[src/rtl/prog_sync_fifo.sv]
// Single-clock FIFO with show-ahead read data and programmable almost-full/almost-empty levels.
// Sticky overflow/underflow flags are built only when PROG_SYNC_FIFO_ERR_FLAGS_EN is defined.
module prog_sync_fifo #(
  parameter int WIDTH     = 16,
  parameter int ADDR_BITS = 3,
  parameter int AF_LEVEL  = 6,
  parameter int AE_LEVEL  = 2
) (
  input  logic                 clk,
  input  logic                 rst,
  input  logic [WIDTH-1:0]     wdata,
  input  logic                 wen,
  input  logic                 ren,
  input  logic                 clr_err,
  output logic [WIDTH-1:0]     rdata,
  output logic                 is_full,
  output logic                 is_empty,
  output logic                 almost_full,
  output logic                 almost_empty,
  output logic [ADDR_BITS:0]   count,
  output logic                 overflow,
  output logic                 underflow
);

  localparam int                 DEPTH    = 1 << ADDR_BITS;
  localparam logic [ADDR_BITS:0] C_DEPTH  = (ADDR_BITS + 1)'(DEPTH);
  localparam logic [ADDR_BITS:0] C_AF     = (ADDR_BITS + 1)'(AF_LEVEL);
  localparam logic [ADDR_BITS:0] C_AE     = (ADDR_BITS + 1)'(AE_LEVEL);
  localparam logic [ADDR_BITS:0] C_ONE    = (ADDR_BITS + 1)'(1);
  localparam logic [ADDR_BITS-1:0] C_PTR1 = ADDR_BITS'(1);

  logic [WIDTH-1:0]     r_mem [DEPTH];
  logic [ADDR_BITS-1:0] r_wr_ptr;
  logic [ADDR_BITS-1:0] r_rd_ptr;
  logic [ADDR_BITS:0]   r_count;
  logic                 w_full;
  logic                 w_empty;
  logic                 w_wr_acc;
  logic                 w_rd_acc;

  // Status flags depend on the registered count only, never on wen/ren.
  assign w_full       = (r_count == C_DEPTH);
  assign w_empty      = (r_count == '0);
  assign w_wr_acc     = wen & ~w_full;
  assign w_rd_acc     = ren & ~w_empty;

  assign is_full      = w_full;
  assign is_empty     = w_empty;
  assign almost_full  = (r_count >= C_AF);
  assign almost_empty = (r_count <= C_AE);
  assign count        = r_count;
  assign rdata        = r_mem[r_rd_ptr];

  // NOTE: the storage array has no reset; clearing the pointers and count is what discards data.
  always_ff @(posedge clk) begin
    if (w_wr_acc) r_mem[r_wr_ptr] <= wdata;
  end

  always_ff @(posedge clk or negedge rst) begin
    if (!rst) begin
      r_wr_ptr <= '0;
      r_rd_ptr <= '0;
      r_count  <= '0;
    end else begin
      if (w_wr_acc) r_wr_ptr <= r_wr_ptr + C_PTR1;
      if (w_rd_acc) r_rd_ptr <= r_rd_ptr + C_PTR1;
      case ({w_wr_acc, w_rd_acc})
        2'b10:   r_count <= r_count + C_ONE;
        2'b01:   r_count <= r_count - C_ONE;
        default: r_count <= r_count;
      endcase
    end
  end

`ifdef PROG_SYNC_FIFO_ERR_FLAGS_EN
  logic r_overflow;
  logic r_underflow;

  // A new error event wins over a coincident clear.
  always_ff @(posedge clk or negedge rst) begin
    if (!rst) begin
      r_overflow  <= 1'b0;
      r_underflow <= 1'b0;
    end else begin
      r_overflow  <= (wen & w_full)  | (r_overflow  & ~clr_err);
      r_underflow <= (ren & w_empty) | (r_underflow & ~clr_err);
    end
  end

  assign overflow  = r_overflow;
  assign underflow = r_underflow;
`else
  logic w_unused;

  assign w_unused  = clr_err;
  assign overflow  = 1'b0;
  assign underflow = 1'b0;
`endif

endmodule

[config.mk]
export PLATFORM = sky130hd
export DESIGN_NAME = prog_sync_fifo
export DESIGN_NICKNAME = d
export VERILOG_FILES = /design/src/rtl/prog_sync_fifo.sv
export SDC_FILE = /design/constraint.sdc
export NUM_CORES = 1
export LEC_CHECK = 0
export CAP_MARGIN = 20
export CORE_ASPECT_RATIO = 0.7
export CORE_MARGIN = 1
export CORE_UTILIZATION = 30
export DETAILED_ROUTE_END_ITERATION = 6
export HOLD_SLACK_MARGIN = 0.06
export PLACE_DENSITY = 0.44
export SYNTH_ARGS = -nofsm -noshare
export SYNTH_HDL_FRONTEND = slang
export SYNTH_SLANG_ARGS = --single-unit
[constraint.sdc]
create_clock -name clk -period 8.68 [get_ports clk]
set_clock_uncertainty 0.15 [all_clocks]
set_input_delay 2.17 -clock clk [delete_from_list [all_inputs] [get_ports clk]]
set_output_delay 2.17 -clock clk [all_outputs]
set_load 0.02 [all_outputs]
==> metrics <==
max-slew violations 0; area growth from synthesis to layout 25.4%; Slew HR 31.8%; GPL Wtd Cong ~0.67; Worst EP required roughly 6.4 ns; H-Tree Depth 4; worst vdd ir about 140 µV; Fin. Hold Viols 0; global-route usage over all layers between 10% and 20%; ys flop type edfxtp_1; number of synthesized flops with an enable pin approximately 130; r2r setup slk 5.55 ns; # setup viols final 0; post-synthesis register bit count 138; Critical Path End rdata[6]; failing checks design-rule violations; top cell type by total area after synthesis edfxtp_1; layout cells sized above 1 between 20% and 30%; Post-CTS Hold Buffers 0; Final Instance Area ~7000 µm²; Max clock buf depth 2; Diodes inserted 0; initial antenna violation count 0; status complete, but fails checks; CTS tree yes; vias per cell 4.60; most frequent cells in the layout edfxtp_1, clkdlybuf4s50_1, mux4_1; post-DP HPWL ~6200 µm; LEAKAGE 2.38 nW; Crit Path Class reg -> out; met2 Use GR 18.0%; Cell variety after synth 38; Die ar. 19200 µm²; post-place setup slack between 3 and 4 ns; slowest stage delay, CP 0.69 ns; PwrDens 366 nW/µm²; IO Port Bufs 43; die width between 150 and 200 µm; sum of negative setup slack 0 ns; worst path arrival time about 2.8 ns; min Tclk post-route a little over 5 ns; Post-synth ARST share a little over 7%; post-CTS setup buffers 0; XOR/XNOR share of the synthesized area less than 1%; starting density of the core between 30% and 40%; worst setup margin roughly 3.5 ns; fin nets roughly 340; area of the multi-input gates 1410 µm²; overall power 2.57 mW; met1 usage around 17%; Worst R2R End count[3]; DR pass1 iterations 6; CP Cell Sequence buf_12, mux4_1, mux2_2, clkdlybuf4s50_1; Post-Syn Area ~5600 µm²; busiest grt layer met2; Core Area between 15000 and 20000 µm²; ANT nets after route 0; clk_lat worst skew between 0.4 and 0.5 ns; DIE HEIGHT 116 µm; Synth area leaders edfxtp_1, mux4_1, dfrtp_1; clk root buf clkbuf_16; top cell type's share of synthesized area 68.6%; CTS Sinks approximately 140; routed via count about 2600; area share of fa/ha/maj cells after synthesis 1.47%; Clock transition at path regs 0.06 ns; f_max 0.195 GHz; I/O pin count 47; simple-gate share of the synthesized area 2.74%; post-synthesis sequential area ratio between 70% and 80%; mux share of post-synthesis cell area 18.3%; post-route clock period utilization around three fifths; Mapped Cells ~260; fillers approximately 1700; final wirelength between 10000 and 15000 µm; HP Class reg -> reg; Crit-path slowest cell dfrtp_2; origin of the critical flop-to-flop path count[0]; RSZ-0062 raised after global routing false; number of max-cap violations 0; R2R depth 7; first-pass GRT wire length about 16000 µm; Rows 41; Mapped Avg Cell Area about 22 µm²; CP Capture Type output pin; compound-gate portion of the synthesized area 1.32%; vias in the first global route about 2600; Storage cell area between 4000 and 5000 µm²; yosys warns 0; pin count of the biggest net entering global routing 35; drt wl/cell 19.4 µm; Initial DRC Count between 100 and 150; # DRC 8; Critical Path Source Type flop; actual slew at the worst max-slew pin 1.02 ns; crit path max fanout 20; grt met3 use under 10%; most common cell after layout, fill and taps aside edfxtp_1; Inserted Clock Buffers 17; critical path startpoint r_rd_ptr[0]; main combinational cell family by area after synthesis multiplexers; remaining global-route overflow 0; area post-placement approximately 6300 µm²; CTS-repair resized insts 0
==> flip-flops by register name (all words and copies together) (netlist names) <==
| name | count |
|---|---|
| count | 4 |
| r_mem | 128 |
| r_wr_ptr | 3 |
| r_rd_ptr | 3 |
==> metal layers <==
| metal | part of all wire, % | wire length [µm] |
|---|---|---|
| met1 | 51 | 5560 |
| met2 | 46 | 5000 |
| met3 | 3.0 | 335 |
| met4 | 0.78 | 86 |
| met5 | 0 | 0 |
==> worst max-delay path, delay by kind of cell, from the launching register on <==
kind	cells	cell delay, ns
mux	2	0.90
buf+inv	2	0.82
flops	1	0.69
==> cell usage after synthesis (2+ instances only) <==
master and count:
inv_1 6, nand2_1 6, mux2_2 17, nor3b_1 3, nand2b_1 2, dfrtp_1 10, buf_2 4, a21oi_1 2
ha_1 5, buf_4 2, xnor2_1 5, nand3_1 4, clkbuf_1 2, buf_6 4, nor2_1 6, nor3_1 2
mux4_1 25, mux4_2 7, edfxtp_1 128
==> cell type report <==
type,instances,area share (%)
Sequential cell,138,58.3
Inverter,6,0.320
Clock buffer,17,6.05
Multi-Input combinational cell,102,20.1
Timing Repair Buffer,52,7.26
Tap cell,236,4.20
Clock inverter,14,3.77
==> cell families (layout without fill, tap and decap cells) <==
group                      Yosys count  in the layout
AOI/OAI and AO/OA                    9              9
other                                1              2
xor gates and xnor gates             6              6
and+or+nand+nor                     28             28
muxes                               51             51
adders and majority gates            6              6
DFF                                138            138
buffers and inverters               20             89
==> per-stage QoR <==
stage | hold slack (ns) | util (%) | instances
global route | 0.411 | 38.7 | 565
CTS | 0.379 | 38.6 | 564
floorplan | 0.335 | - | 260
detailed placement | 0.363 | 34.8 | 533
finish | 0.373 | 38.7 | 565
global placement | 0.363 | 34.8 | 533
==> report_power, final <==
part	internal, mW	switching [mW]	leakage (nW)	total [mW]
Clock	0.569	0.271	0.331	0.840
Sequential	0.845	0.126	1.28	0.971
Combinational	0.410	0.350	0.768	0.760
Total	1.82	0.746	2.38	2.57
==> worst min path at each step <==
stage	startpoint	cells past startpoint	slack, ns	endpoint
floorplan	r_wr_ptr[0]	1	0.33	r_wr_ptr[0]
global placement	r_wr_ptr[0]	1	0.36	r_wr_ptr[0]
detailed placement	r_wr_ptr[0]	1	0.36	r_wr_ptr[0]
CTS	r_wr_ptr[0]	1	0.38	r_wr_ptr[0]
global route	r_wr_ptr[0]	1	0.41	r_wr_ptr[0]
finish	r_wr_ptr[0]	1	0.37	r_wr_ptr[0]
Note: power is estimated with default switching activity, not from simulation.
